**config.mk**
```make
export PLATFORM = sky130hd
export DESIGN_NAME = word_pack_stream
export DESIGN_NICKNAME = d
export VERILOG_FILES = /design/src/rtl/word_pack_stream_pkg.sv /design/src/rtl/word_pack_oreg.sv /design/src/rtl/word_pack_stream.sv
export SDC_FILE = /design/constraint.sdc
export NUM_CORES = 1
export LEC_CHECK = 0
export ABC_AREA = 1
export BUFFER_PORTS_ARGS = -buffer_cell sky130_fd_sc_hd__buf_2
export CELL_PAD_IN_SITES_DETAIL_PLACEMENT = 1
export CELL_PAD_IN_SITES_GLOBAL_PLACEMENT = 2
export CORE_ASPECT_RATIO = 1.2
export CORE_MARGIN = 5
export CORE_UTILIZATION = 33
export CTS_BUF_LIST = sky130_fd_sc_hd__clkbuf_8
export CTS_CLUSTER_DIAMETER = 80
export DETAILED_ROUTE_END_ITERATION = 7
export HOLD_SLACK_MARGIN = 0.08
export PLACE_DENSITY = 0.86
export SLEW_MARGIN = 20
export SYNTH_ARGS = -nofsm -noshare
export SYNTH_HDL_FRONTEND = slang
export SYNTH_HIERARCHICAL = 1
export SYNTH_SLANG_ARGS = --single-unit
```
**constraint.sdc**
```tcl
create_clock -name clock -period 3.9 [get_ports clock]
set_clock_uncertainty 0.1 [all_clocks]
set_input_delay 0.585 -clock clock [delete_from_list [all_inputs] [get_ports clock]]
set_output_delay 0.585 -clock clock [all_outputs]
set_load 0.005 [all_outputs]
```
**src/rtl/word_pack_stream_pkg.sv**
```systemverilog
// Shared types and helpers for the word packer.
package word_pack_stream_pkg;

  typedef enum logic {
    RUN   = 1'b0,
    FLUSH = 1'b1
  } pack_state_e;

  // Number of bytes needed to hold a given number of bits.
  function automatic int unsigned ceil_bytes(input int unsigned bits);
    return (bits + 32'd7) / 32'd8;
  endfunction

endpackage

```
**src/rtl/word_pack_oreg.sv**
```systemverilog
// Output word register with valid/ready handshake. Holds its contents
// stable while the consumer stalls; the packer loads it only when free.
module word_pack_oreg #(
  parameter int OUT_W = 64,
  parameter int BV_W  = 4
) (
  input  logic             clock,
  input  logic             reset,
  input  logic             load,
  input  logic [OUT_W-1:0] load_data,
  input  logic             load_last,
  input  logic [BV_W-1:0]  load_bv,
  output logic             free,
  output logic             out_valid,
  input  logic             out_ready,
  output logic             out_last,
  output logic [BV_W-1:0]  out_bvalid,
  output logic [OUT_W-1:0] out_data
);

  logic             valid_q, valid_d;
  logic             last_q, last_d;
  logic [BV_W-1:0]  bv_q, bv_d;
  logic [OUT_W-1:0] data_q, data_d;

  assign free       = !valid_q || out_ready;
  assign out_valid  = valid_q;
  assign out_last   = last_q;
  assign out_bvalid = bv_q;
  assign out_data   = data_q;

  // Load a new word, or drop valid once the current word is taken.
  always_comb begin
    valid_d = valid_q;
    last_d  = last_q;
    bv_d    = bv_q;
    data_d  = data_q;
    if (load) begin
      valid_d = 1'b1;
      last_d  = load_last;
      bv_d    = load_bv;
      data_d  = load_data;
    end else if (valid_q && out_ready) begin
      valid_d = 1'b0;
    end
  end

  // Register update; reset discards any stalled word.
  always_ff @(posedge clock) begin
    if (reset) begin
      valid_q <= 1'b0;
      last_q  <= 1'b0;
      bv_q    <= '0;
      data_q  <= '0;
    end else begin
      valid_q <= valid_d;
      last_q  <= last_d;
      bv_q    <= bv_d;
      data_q  <= data_d;
    end
  end

endmodule

```
**src/rtl/word_pack_stream.sv**
```systemverilog
// Packs variable-width LSB-aligned fields into fixed OUT_W-bit words.
// A beat that completes a word loads the output register on the same edge
// it is accepted, so the word is visible the following cycle.
module word_pack_stream
  import word_pack_stream_pkg::*;
#(
  parameter int OUT_W = 64,
  parameter int IN_W  = 64,
  localparam int SIZE_W = $clog2(IN_W) + 1,
  localparam int BV_W   = $clog2(OUT_W / 8) + 1
) (
  input  logic              clock,
  input  logic              reset,
  input  logic              in_valid,
  output logic              in_ready,
  input  logic              in_last,
  input  logic [SIZE_W-1:0] in_size,
  input  logic [IN_W-1:0]   in_data,
  output logic              out_valid,
  input  logic              out_ready,
  output logic              out_last,
  output logic [BV_W-1:0]   out_bvalid,
  output logic [OUT_W-1:0]  out_data
);

  localparam int ACC_W  = 2 * OUT_W;
  localparam int FILL_W = $clog2(ACC_W);
  localparam int SUM_W  = FILL_W + 1;
  localparam logic [SUM_W-1:0] OUT_W_S = SUM_W'(OUT_W);

  pack_state_e       state_q, state_d;
  logic [ACC_W-1:0]  acc_q, acc_d, acc_app;
  logic [FILL_W-1:0] fill_q, fill_d;
  logic [SUM_W-1:0]  fill_app;
  logic [SIZE_W-1:0] size_sat;
  logic [IN_W-1:0]   data_m;
  logic              in_fire, oreg_free, last_pending, flush_now;
  logic              load, load_last;
  logic [OUT_W-1:0]  load_data;
  logic [BV_W-1:0]   load_bv;

  assign in_ready = !reset && (state_q == RUN) && (fill_q < FILL_W'(OUT_W));
  assign in_fire  = in_valid && in_ready;

  // Saturate the size and clear any bits above it.
  always_comb begin
    size_sat = (in_size > SIZE_W'(IN_W)) ? SIZE_W'(IN_W) : in_size;
    data_m   = in_data & ~({IN_W{1'b1}} << size_sat);
  end

  // Append the beat, then decide whether a word leaves the accumulator.
  // The final word of a stream stays in FLUSH until it is taken, so new
  // input only resumes once the stream is fully delivered.
  always_comb begin
    acc_app  = acc_q;
    fill_app = {1'b0, fill_q};
    if (in_fire) begin
      acc_app  = acc_q | ({{(ACC_W-IN_W){1'b0}}, data_m} << fill_q);
      fill_app = {1'b0, fill_q} + SUM_W'(size_sat);
    end
    last_pending = (state_q == FLUSH) && out_valid && out_last;
    flush_now    = (state_q == FLUSH) || (in_fire && in_last);

    state_d   = state_q;
    acc_d     = acc_app;
    fill_d    = fill_app[FILL_W-1:0];
    load      = 1'b0;
    load_data = acc_app[OUT_W-1:0];
    load_last = 1'b0;
    load_bv   = BV_W'(OUT_W / 8);

    if (in_fire && in_last) state_d = FLUSH;

    if (last_pending) begin
      if (out_ready) begin
        state_d = RUN;
        acc_d   = '0;
        fill_d  = '0;
      end
    end else if (oreg_free) begin
      if (flush_now && (fill_app <= OUT_W_S)) begin
        load      = 1'b1;
        load_last = 1'b1;
        load_bv   = BV_W'(ceil_bytes(32'(fill_app)));
        acc_d     = '0;
        fill_d    = '0;
      end else if (fill_app >= OUT_W_S) begin
        load   = 1'b1;
        acc_d  = acc_app >> OUT_W;
        fill_d = FILL_W'(fill_app - OUT_W_S);
      end
    end
  end

  // State, accumulator and fill registers.
  always_ff @(posedge clock) begin
    if (reset) begin
      state_q <= RUN;
      acc_q   <= '0;
      fill_q  <= '0;
    end else begin
      state_q <= state_d;
      acc_q   <= acc_d;
      fill_q  <= fill_d;
    end
  end

  word_pack_oreg #(
    .OUT_W(OUT_W),
    .BV_W (BV_W)
  ) u_oreg (
    .clock     (clock),
    .reset     (reset),
    .load      (load),
    .load_data (load_data),
    .load_last (load_last),
    .load_bv   (load_bv),
    .free      (oreg_free),
    .out_valid (out_valid),
    .out_ready (out_ready),
    .out_last  (out_last),
    .out_bvalid(out_bvalid),
    .out_data  (out_data)
  );

endmodule
```
After elaboration in Yosys (flattened, before gate mapping)
Cells that the tools add are included.
{ "word_totals": {"ff_bits": 206, "inputBits": 76, "out_inout_bits": 71, "word_cells": 61} }
{ "op_classes": {"add_sub_neg": 3, "order_cmp": 4, "shift": 2, "mux": 28, "bitwise_logic": 4, "n_reduce_logical": 13} }
{ "ops": {"columns": ["cell", "count"], "rows": [
  ["$mux 128", 6],
  ["$or 128x128->128", 1],
  ["$shl 64x7->128", 1],
  ["$and 64x64->64", 1],
  ["$not 64->64", 1],
  ["$shl 64x7->64 const A", 1],
  ["$mux 7", 6],
  ["$mux 1", 12],
  ["$mux 4", 3],
  ["$add 7x7->8", 1],
  ["$ge 8x7->1 const B", 1],
  ["$le 8x7->1 const B", 1],
  ["$logic_and 1x1->1", 8],
  ["$mux 8", 1],
  ["$add 7x3->7 const B", 1],
  ["$gt 7x7->1 const B", 1],
  ["$lt 7x7->1 const B", 1],
  ["$sub 7x7->7 const B", 1],
  ["$logic_not 1->1", 2],
  ["$logic_or 1x1->1", 2],
  ["$reduce_bool 2->1", 1],
  ["$not 1->1", 1]
]} }

Depth between registers and ports, before layout
Gate-level depths: netlist of the first run.
{ "logic_depth": {"word_depth": 12, "mapped_depth": 23, "ltp_nobuf": 21} }

By module
Netlist of the first run, hierarchy kept.
{ "modules_own_cells": {"columns": ["mod", "instances", "cells_per_inst", "area_each_um2", "seq_area_each_um2"], "rows": [
  ["word_pack_stream", 1, 1965, 11442.2, 2722.6],
  ["word_pack_oreg", 1, 303, 2615.0, 1401.3]
]} }

Worst setup path after synthesis of the first run
OpenSTA, ideal clock, no wires.
{ "synth_path": {"kind": "input -> register", "from": "input in_size[0]", "to": "register u_oreg.data_q[4], in the netlist u_oreg/out_data[4]", "setup_ns": 0.064, "arrival_time_ns": 3.097, "required_ns": 3.736, "path_slack_ns": 0.639, "stages": 21, "n_path_buf": 4, "cell_sequence": "buf_2 -> nor2_1 -> nand3_2 -> nand2_2 -> buf_6 -> nand2_1 -> inv_1 -> ha_1 -> a21oi_1 -> nor3_1 -> a211oi_1 -> a21oi_4 -> nor2_2 -> nand2_2 -> nand2_4 -> inv_1 -> buf_6 -> inv_6 -> buf_6 -> nor2_2 -> nor2_1"} }
{ "synth_via": {"elab_chain_len": 9, "word_cells_on_any_way": 17, "classes_between": "add/sub: 1; order compare: 3; shift: 2; mux: 7; bitwise: 3; reduce/logical: 1"} }
{ "synth_rtl": {"columns": ["item", "line_no", "rtl"], "rows": [
  ["start, declared", "word_pack_stream.sv:17", "input logic [SIZE_W-1:0] in_size,"],
  ["$gt 7x7->1", "word_pack_stream.sv:47", "size_sat = (in_size > SIZE_W'(IN_W)) ? SIZE_W'(IN_W) : in_size;"],
  ["$mux 7 (*)", "word_pack_stream.sv:47", null],
  ["$add 7x7->8 (*)", "word_pack_stream.sv:59", "fill_app = {1'b0, fill_q} + SUM_W'(size_sat);"],
  ["$mux 8 (*)", "word_pack_stream.sv:57", "if (in_fire) begin"],
  ["$ge 8x7->1 or $le 8x7->1 (tied branches)", "word_pack_stream.sv:87, word_pack_stream.sv:81", null],
  ["$mux 1 or $logic_and 1x1->1 (tied branches)", "word_pack_stream.sv:87, word_pack_stream.sv:81", null],
  ["$mux 1 (*)", "word_pack_stream.sv:81", "if (flush_now && (fill_app <= OUT_W_S)) begin"],
  ["$mux 1 (*)", "word_pack_stream.sv:80", "end else if (oreg_free) begin"],
  ["$mux 1 (*)", "word_pack_stream.sv:74", "if (last_pending) begin"],
  ["named net load", "word_pack_stream.sv:38", "logic load, load_last;"],
  ["end signal, assigned", "word_pack_oreg.sv:59", "data_q <= data_d;"],
  ["end, declared", "word_pack_oreg.sv:24", "logic [OUT_W-1:0] data_q, data_d;"]
]} }
Mark *: on every way through the listed nets, which the timed path passes. The rest lies on a longest branch.
A chain may end at the register's enable or synchronous reset.

Worst setup path in the final report of the first run
{ "layout_path": {"from": "input in_size[6]", "to": "register acc_q[42]"} }
{ "layout_via": {"elab_chain_len": 12, "word_cells_on_any_way": 18, "classes_between": "add/sub: 1; order compare: 3; shift: 2; mux: 8; bitwise: 3; reduce/logical: 1"} }
{ "layout_rtl": {"columns": ["item", "line_no", "rtl"], "rows": [
  ["$gt 7x7->1", "word_pack_stream.sv:47", null],
  ["$mux 7 (*)", "word_pack_stream.sv:47", null],
  ["$shl 64x7->64", "word_pack_stream.sv:48", "data_m = in_data & ~({IN_W{1'b1}} << size_sat);"],
  ["$not 64->64", "word_pack_stream.sv:48", null],
  ["$and 64x64->64", "word_pack_stream.sv:48", null],
  ["$shl 64x7->128", "word_pack_stream.sv:58", "acc_app = acc_q | ({{(ACC_W-IN_W){1'b0}}, data_m} << fill_q);"],
  ["$or 128x128->128", "word_pack_stream.sv:58", null],
  ["$mux 128", "word_pack_stream.sv:57", null],
  ["$mux 128", "word_pack_stream.sv:87", "end else if (fill_app >= OUT_W_S) begin"],
  ["$mux 128", "word_pack_stream.sv:81", null],
  ["$mux 128", "word_pack_stream.sv:80", null],
  ["$mux 128 (*)", "word_pack_stream.sv:74", null],
  ["end signal, assigned", "word_pack_stream.sv:99", "acc_q <= '0;"],
  ["end signal, assigned", "word_pack_stream.sv:103", "acc_q <= acc_d;"],
  ["end, declared", "word_pack_stream.sv:32", "logic [ACC_W-1:0] acc_q, acc_d, acc_app;"]
]} }
Every way passes the cells marked *; elsewhere a longest branch is shown, timed or not.

==> results.tsv, run 1 <==
stage	metric	value	unit
die	die_area	0.04684	mm²
drt	drc_errors	0	
layout	nets	2441	
die	die_x	198.4	µm
min_path	hp-start	in_last	
clock_network	clk_pin_slew	0.06	ns
timing	setup_viol	0	
setup_path	crit_buf_inv	5	
die	initial_utilization	33.50	%
timing	tns	0	ns
clock_network	root_buffer	clkbuf_8	
placement	port_buffers	146	
setup_path	rrSetupSlack	0.77	ns
setup_path	r2r-start	fill_q[6]	
timing	fmax	301.4	MHz
global_route	grt_max_degree	82	
logic_synthesis	syn_nets	2350	
timing	worst_hold_slack	0.2551	ns
layout	layout-drive-gt1-share	16.74	%
drt	viasPerCell	5.658	
setup_path	cpMostUsedCell	nand2_1	
drt	drt_pass1_iterations	5	
setup_path	worst_r2r_endpoint	acc_q[42]	
setup_path	cp_slowest_stage_delay	0.41	ns
min_path	whs_path_depth	3	
global_route	grt_pass1_wl	100.2	mm
flow_run	drv_cap	0	
power_and_ir_drop	p_sw_share	45.78	%
logic_synthesis	synth_cell_types	54	
setup_path	crit_family	simple AND/OR/NAND/NOR gates	
timing	tightest_slew	0.9937	ns
setup_path	cp.required	4.27	ns
placement	place.detailed.hpwl	51.27	mm
drt	drtIter0Drc	1288	
setup_path	critPathLaunchType	primary input	
drt	vias	16580	
clock_network	hold_buffers	0	
clock_network	cts_setup_buffers	0	
setup_path	cp-end-kind	flip-flop	
logic_synthesis	synth.top_cell.area_share	29.34	%
drt	wl_per_cell	22.54	µm
layout	finalNonFillerCells	2930	
drt	wl	66.05	mm
logic_synthesis	synth_edf_count	0	
clock_network	htreeDepth	2	
logic_synthesis	synthTopCellsByArea	dfxtp_1 (29%), nand3_1 (20%), nand2_1 (14%)	
power_and_ir_drop	p_leak	7.509	nW
power_and_ir_drop	power_frac_clock	22.0	%
power_and_ir_drop	p_int	5.122	mW
logic_synthesis	postSynthAreaPerCell	6.198	µm²
clock_network	numCtsBuffers	35	
setup_path	crit_path_max_fanout	46	
global_route	grt_pass1_vias	16620	
power_and_ir_drop	p_switching	4.324	mW
die	die_h	236.1	µm
timing	relSlewSlack	33.75	%
timing	fin_crit_sh	85.08	%
power_and_ir_drop	seq_power_share	29.8	%
drt	ant_nets	0	
timing	rsz0062_at_grt	no	
die	design.core.area	0.04196	mm²
placement	dp_cells	2868	
logic_synthesis	synth_area	0.01406	mm²
timing	slew_violations	0	
clock_network	cts_resized	0	
logic_synthesis	synth_area_leader_cell	dfxtp_1	
setup_path	slowest_stage	inv_4	
clock_network	clock-sinks	206	
logic_synthesis	async_flop_share	0	%
power_and_ir_drop	power.total	9.446	mW
timing	finalCriticalPeriod	3.318	ns
power_and_ir_drop	p_comb_share	48.2	%
logic_synthesis	syn-instance-count	2268	
setup_path	path_cells	buf_2, inv_2, nand2_1, inv_1, ha_1, inv_1, o21ai_1, a31oi_1, nand3_1, nand3_2, nand2_2, nand2_1, nand2_2, nand3_4, inv_4, nand3_1, nand2_1	
die	rows	82	
clock_network	cts_tree	done	
die	pin_count	147	
power_and_ir_drop	pwr_density_cell	587.2	mW/mm²
clock_network	clock_latency	0.55	ns
setup_path	arrival	3.69	ns
timing	hold_viol	0	
clock_network	cts_buffer_depth	3	
logic_synthesis	synth-seq-area-share	29.34	%
min_path	whs_endpoint	state_q	
global_route	antenna_found_initial	0	
min_path	min_path_type	primary input to flip-flop	
logic_synthesis	ys_seq_elements	206	
logic_synthesis	ys.warnings.count	6	
logic_synthesis	ys.flop_type	dfxtp_1	
power_and_ir_drop	vdd.ir_drop.worst	331.9	µV
layout	fin_util	38.34	%
setup_path	crit_type	primary input to flip-flop	
setup_path	r2r_cells	16	
global_route	grt_overflow	0	
layout	synthToLayoutAreaGrowth	14.45	%
placement	place.gp.congestion	0.9383	
global_route	track_usage	27.19	%
run_status	status	finished clean	
layout	num_antenna_cells	0	
[cells in the mapped netlist, types with 26 or more instances]
master / instances
nor2_1: 140
nor2_2: 72
nand4_1: 43
inv_1: 135
nand2_1: 534
buf_1: 47
nand3_1: 560
o21ai_1: 26
a21oi_1: 114
clkbuf_1: 63
dfxtp_1: 206
o21ai_0: 111
[power by group through the flow]
stage | Combinational (mW) | Clock [mW] | Sequential, mW
6_report | 4.56 | 2.08 | 2.81
5_1_grt | 4.95 | 2.21 | 2.87
4_1_cts | 4.56 | 2.13 | 2.82
3_5_place_dp | 4.53 | 0 | 2.85
3_3_place_gp | 4.44 | 0 | 2.85
2_1_floorplan | 2.79 | 0 | 2.83
[state kept, by name, summed over array words and instances (netlist names)]
| signal | count |
|---|---|
| acc_q | 128 |
| fill_q | 7 |
| state_q | 1 |
| u_oreg/out_bvalid | 4 |
| u_oreg/out_data | 64 |
| u_oreg/out_last | 1 |
| u_oreg/out_valid | 1 |
[area by class of cell]
type	count	area, µm²
clock buffer	44	605.6
fill	5607	25870
timing repair buffer	209	1329
tap	546	683.2
sequential	206	4130
inverter	149	566.8
clock inverter	18	128.9
multi-input combinational	1758	8645
[stage by stage]
stage,setup WS [ns],instance area (µm²)
floorplan,0.6387,14060
global placement,0.1759,15350
detailed placement,0.1032,15350
CTS,0.6476,16090
global route,0.3402,16090
finish,0.5818,16090
[layer usage]
layer	up-vias	global-route usage [%]	part of all wire (%)
met5	-	0	0
met3	129	3.169	5.2
met2	516	44.27	46
met4	0	11.80	4.9
met1	8093	36.23	44
li1	7841	-	-
[placed cells by master, fill, tap and decap left out, drive strengths merged, types with 2 or more instances in the layout]
cell | netlist | routed
clkinv | 0 | 4
ha | 5 | 5
a31o | 11 | 11
or2 | 14 | 14
a211o | 3 | 3
dfxtp | 206 | 206
buf | 92 | 209
nand4 | 44 | 44
inv | 149 | 161
a21oi | 116 | 116
o21bai | 13 | 13
nor2 | 216 | 216
a21boi | 6 | 6
nand3b | 14 | 14
a31oi | 10 | 10
o211ai | 21 | 21
a21o | 14 | 14
clkbuf | 63 | 44
o2111ai | 5 | 5
nand3 | 564 | 564
a41o | 7 | 7
nor3 | 4 | 4
bufinv | 0 | 2
o21ai | 139 | 139
nand2 | 545 | 545
[logic make-up (layout without fill, tap and decap cells)]
family,count (synthesis),in the layout,synth area share (%)
fa+ha+maj,6,6,0.5875
flops,206,206,29.34
buf+inv,304,420,9.275
simple gates,1402,1402,46.19
compound gates,349,349,14.55
xor+xnor,1,1,0.06232
[worst register-to-register path, delay by kind of cell, from the launching register on]
family          cells  cell delay [ns]
flops               1             0.33
buf+inv             3             0.98
compound gates      1             0.16
simple gates       12             1.51
[worst max-delay path by stage]
stage / from / endpoint / slack, ns / cells past startpoint
floorplan: in_size[0] / u_oreg/out_data[4] / 0.64 / 21
global placement: in_size[6] / u_oreg/out_data[61] / 0.18 / 13
detailed placement: in_size[6] / u_oreg/out_data[31] / 0.10 / 13
CTS: in_size[6] / acc_q[42] / 0.65 / 18
global route: in_size[6] / acc_q[5] / 0.34 / 18
finish: in_size[6] / acc_q[42] / 0.58 / 17
No activity file was read; power rests on OpenSTA's default activity.
==> run 2, diff against run 1 <==
Settings changed: HOLD_SLACK_MARGIN 0.08 to 0.06, PLACE_DENSITY 0.86 to default, PLACE_DENSITY_LB_ADDON from default to 0.1, SKIP_LAST_GASP from default to 1.
==> run 2 against run 1 <==
  * Die area unchanged
  * Utilization is 0.26 points higher
  * Cell area is 0.67% higher
  * Combinational power up 4%
  * Sequential cell count unchanged
  * Maximum frequency about the same
  * Highest routed layer unchanged
  * Sequential share of layout area shrank 0.17 points
==> results.tsv, run 2 (synthesis results as in run 1) <==
stage	metric	value	unit
drt	wl_per_cell	23.79	µm
global_route	track_usage	29.00	%
layout	regArea	0.004130	mm²
flow_run	drv_cap	0	
clock_network	numCtsBuffers	36	
die	die_x	198.4	µm
min_path	min_path_type	primary input to flip-flop	
clock_network	cts_resized	0	
timing	tightest_slew	1.033	ns
placement	port_buffers	146	
clock_network	clock_latency	0.55	ns
clock_network	cts_tree	done	
drt	drt_pass1_iterations	5	
setup_path	slowest_stage	a211oi_1	
drt	wl	70.13	mm
power_and_ir_drop	pwr_density_cell	586.0	mW/mm²
layout	nFillCells	5602	
clock_network	clk_pin_slew	0.06	ns
timing	rsz0062_at_grt	no	
timing	tns	0	ns
layout	layout-drive-gt1-share	17.37	%
setup_path	path_cells	buf_2, nor2_8, nand3_2, nand2_2, nand2_1, inv_1, ha_1, a21oi_1, nor3_1, a211oi_1, a21oi_4, nor2_2, nand2_2, nand2_4, inv_2, inv_6, buf_12, nor2_2, nor2_1	
die	die_h	236.1	µm
power_and_ir_drop	p_leak	7.563	nW
clock_network	root_buffer	clkbuf_8	
placement	dpl_cell_area	0.01552	mm²
die	initial_utilization	33.50	%
setup_path	cp.required	4.27	ns
clock_network	cts_setup_buffers	0	
min_path	whs_path_depth	3	
global_route	grt_overflow	0	
drt	ant_nets	0	
timing	finalCriticalPeriod	3.321	ns
layout	largest_reg_flops	128	
die	pin_count	147	
layout	synthToLayoutAreaGrowth	15.21	%
drt	vias	16420	
setup_path	critPathLaunchType	primary input	
timing	relSlewSlack	31.12	%
power_and_ir_drop	power.total	9.491	mW
setup_path	cp-end-kind	flip-flop	
run_status	status	finished clean	
power_and_ir_drop	vdd.ir_drop.worst	413.5	µV
placement	place.detailed.hpwl	54.28	mm
setup_path	crit_buf_inv	5	
layout	top_register	acc_q	
setup_path	r2r_cells	10	
setup_path	cp_slowest_stage_delay	0.35	ns
placement	place.gp.congestion	0.8976	
setup_path	arrival	3.69	ns
timing	fmax	301.1	MHz
setup_path	crit_type	primary input to flip-flop	
drt	drc_errors	0	
global_route	antenna_found_initial	0	
clock_network	hold_buffers	0	
clock_network	cts_buffer_depth	3	
timing	fin_crit_sh	85.16	%
layout	multi_input_area	0.008645	mm²
setup_path	cp.depth	19	
setup_path	crit_family	simple AND/OR/NAND/NOR gates	
setup_path	crit_path_max_fanout	18	
layout	final_common_cell	nand3_1	
timing	worst_hold_slack	0.2576	ns
die	design.core.area	0.04196	mm²
drt	viasPerCell	5.570	
timing	setup_viol	0	
timing	hold_viol	0	
placement	pre_cts_ws	0.03655	ns
clock_network	clock-sinks	206	
timing	fin_ws	0.5788	ns
global_route	grt_pass1_vias	16640	
die	die_area	0.04684	mm²
die	rows	82	
global_route	grt_max_degree	82	
layout	final_area	0.01620	mm²
drt	drtIter0Drc	1070	
timing	slew_violations	0	
clock_network	htreeDepth	2	
global_route	grt_pass1_wl	104.5	mm
layout	nets	2459	
layout	layout_common_cells	nand3_1 (560), nand2_1 (534), dfxtp_1 (201)	
## run 2: changes by cell type in the layout (fill, tap and decap cells not counted)
| cell | previous run | this run |
|---|---|---|
| buf_12 | 10 | 13 |
| buf_4 | 53 | 67 |
| bufinv_16 | 2 | 0 |
| clkbuf_8 | 44 | 41 |
| clkinv_2 | 3 | 6 |
| clkinv_4 | 1 | 0 |
| clkinv_8 | 0 | 1 |
| clkinvlp_4 | 0 | 3 |
| diode_2 | 0 | 1 |
| inv_1 | 144 | 143 |
## run 2: per-layer routing
layer  global-route usage (%)  part of all wire (%)  up-vias
met1                    38.39                    44     7984
li1                         -                     -     7871
met2                    46.61                    45      445
met5                        0                     0        -
met3                    4.582                   5.4      121
met4                    12.67                   5.0        0
## run 2: through the flow
| step | util (%) | instances |
|---|---|---|
| floorplan | - | 2268 |
| global placement | 36.98 | 2885 |
| detailed placement | 36.98 | 2885 |
| CTS | 38.59 | 2947 |
| global route | 38.59 | 2947 |
| finish | 38.60 | 2948 |
## run 2: final timing paths
check                            end       start  slack (ns)
setup reg to reg           acc_q[62]   fill_q[1]        0.84
hold reg to reg           acc_q[127]  acc_q[127]        0.35
hold / removal               state_q     in_last        0.26
setup / recovery  u_oreg/out_data[9]  in_size[4]        0.58
## run 2: cell type report
type	count	area share (%)
sequential	206	25.50
timing repair buffer	226	9.224
tap	546	4.218
antenna	1	0.01545
clock inverter	21	0.6799
inverter	149	3.500
clock buffer	41	3.484
multi-input combinational	1758	53.38
## run 2: worst register-to-register path: stages (launching register included)
cell and delay [ns]:
dfxtp_2 0.35, inv_2 0.72, nand3_1 0.34, nand3_1 0.23, nand3_1 0.26, nand3_1 0.19
nand2_1 0.21, nand2_1 0.12, nand3b_1 0.17, o21ai_0 0.21, nor2_1 0.07
## run 2: power breakdown
part | total (mW) | internal [mW] | switching, mW
clock | 1.94 | 0.969 | 0.967
combinational | 4.73 | 1.48 | 3.25
sequential | 2.82 | 2.58 | 0.245
==> run 3, diff against run 2 <==
Settings changed: CORE_ASPECT_RATIO 1.2 to 0.8.
==> run 3 against run 2 <==
  * Routed wire length is 0.11% higher
  * Sequential share of layout area is 0.20 points lower
  * Critical path depth down 3
  * Combinational power about the same
  * First-iteration DRC count grew 31%
  * Worst hold slack got worse by 0.034 ns
  * Sequential cell count did not move
  * Maximum frequency decreased by 5.1%
  * Critical path type unchanged
  * Largest power group unchanged
==> results.tsv, run 3 (synthesis results as in run 1) <==
stage	metric	value	unit
layout	nets	2455	
timing	worst_hold_slack	0.2233	ns
layout	largest_reg_flops	128	
setup_path	crit_type	primary input to flip-flop	
global_route	grt_max_degree	99	
timing	rsz0062_at_grt	no	
global_route	grt_pass1_wl	106.4	mm
timing	fmax	285.7	MHz
flow_run	drv_cap	0	
layout	layout_common_cells	nand3_1 (560), nand2_1 (534), dfxtp_1 (201)	
placement	port_buffers	146	
power_and_ir_drop	power.total	9.846	mW
global_route	antenna_found_initial	0	
drt	wl	70.21	mm
drt	drt_pass1_iterations	5	
layout	num_antenna_cells	0	
layout	synthToLayoutAreaGrowth	16.12	%
power_and_ir_drop	vdd.ir_drop.worst	479.2	µV
clock_network	root_buffer	clkbuf_8	
placement	pre_cts_ws	-0.03297	ns
layout	top_register	acc_q	
drt	vias	16680	
setup_path	cp.required	4.27	ns
power_and_ir_drop	p_comb_share	47.7	%
clock_network	clk_pin_slew	0.06	ns
die	initial_utilization	33.47	%
clock_network	cts_setup_buffers	0	
die	die_h	194.6	µm
die	die_x	240.8	µm
run_status	status	finished clean	
setup_path	arrival	3.87	ns
timing	finalCriticalPeriod	3.501	ns
timing	tightest_slew	1.054	ns
drt	viasPerCell	5.648	
placement	place.detailed.hpwl	54.12	mm
timing	relSlewSlack	29.71	%
die	pin_count	147	
clock_network	htreeDepth	2	
timing	fin_crit_sh	89.76	%
setup_path	crit_path_max_fanout	9	
clock_network	hold_buffers	0	
global_route	grt_pass1_vias	16620	
clock_network	cts_resized	0	
setup_path	critPathLaunchType	primary input	
clock_network	numCtsBuffers	37	
drt	ant_nets	0	
clock_network	clock-sinks	206	
global_route	track_usage	29.27	%
clock_network	cts_tree	done	
drt	wl_per_cell	23.77	µm
layout	nFillCells	5562	
timing	hold_viol	0	
power_and_ir_drop	power_frac_clock	23.7	%
power_and_ir_drop	pwr_density_cell	603.2	mW/mm²
clock_network	clock_latency	0.57	ns
drt	drtIter0Drc	1398	
power_and_ir_drop	p_leak	7.613	nW
clock_network	cts_buffer_depth	3	
layout	layout-drive-gt1-share	17.53	%
timing	tns	0	ns
timing	slew_violations	0	
timing	fin_ws	0.3994	ns
layout	final_common_cell	nand3_1	
min_path	min_path_type	primary input to flip-flop	
power_and_ir_drop	p_sw_share	45.69	%
power_and_ir_drop	p_int	5.347	mW
die	die_area	0.04685	mm²
power_and_ir_drop	p_switching	4.498	mW
global_route	grt_overflow	0	
drt	drc_errors	0	
power_and_ir_drop	seq_power_share	28.6	%
die	rows	67	
die	design.core.area	0.04200	mm²
setup_path	cp-end-kind	flip-flop	
timing	setup_viol	0	
placement	place.gp.congestion	0.9267	
[run 3: worst max-delay path, stage by stage]
cell	delay, ns
buf_2	0.16
buf_4	0.19
nor2_4	0.29
nand2_1	0.25
o21ai_0	0.58
o21ai_1	0.20
nand3_1	0.14
nand3_1	0.11
nand3_1	0.18
nand3_1	0.20
nand3_1	0.31
nand2_1	0.24
a21oi_1	0.18
nand2_1	0.09
nor2_2	0.10
nor2_1	0.04
[run 3: routing by layer]
| metal | share of wire, % | up-vias | global-route usage [%] |
|---|---|---|---|
| met3 | 5.7 | 84 | 4.478 |
| li1 | - | 7878 | - |
| met5 | 0 | - | 0 |
| met2 | 44 | 508 | 45.45 |
| met4 | 1.8 | 0 | 5.327 |
| met1 | 49 | 8214 | 43.37 |
[run 3: final timing paths]
path               from                  end  slack (ns)  depth (start not counted)
max reg2reg   fill_q[0]   u_oreg/out_data[4]        0.90                         15
max          in_size[4]  u_oreg/out_data[55]        0.40                         16
min reg2reg  acc_q[127]           acc_q[127]        0.34                          2
min             in_last              state_q        0.22                          3
[run 3: cell type report]
type                    instances  area, µm²  share of cell area [%]
well taps                     552      690.7                   4.231
clock buffers                  52      715.7                   4.384
clock inverters                16      143.9                  0.8815
repair buffers                221       1431                   8.769
multi-input cells            1758       8645                   52.96
inverters                     149      566.8                   3.472
flip-flops and latches        206       4130                   25.30
[run 3: power by group through the flow]
stage	logic [mW]	clock network, mW	registers [mW]
after global routing	5.11	2.50	2.87
after floorplan	2.79	0	2.83
after detailed placement	4.67	0	2.86
after CTS	4.70	2.39	2.82
final	4.70	2.33	2.81
after global placement	4.61	0	2.85
[run 3: metrics by stage]
stage / util (%) / area, µm² / cells
floorplan: - / 14060 / 2268
global placement: 36.82 / 15460 / 2886
detailed placement: 36.82 / 15460 / 2886
CTS: 38.87 / 16320 / 2954
global route: 38.87 / 16320 / 2954
finish: 38.87 / 16320 / 2954
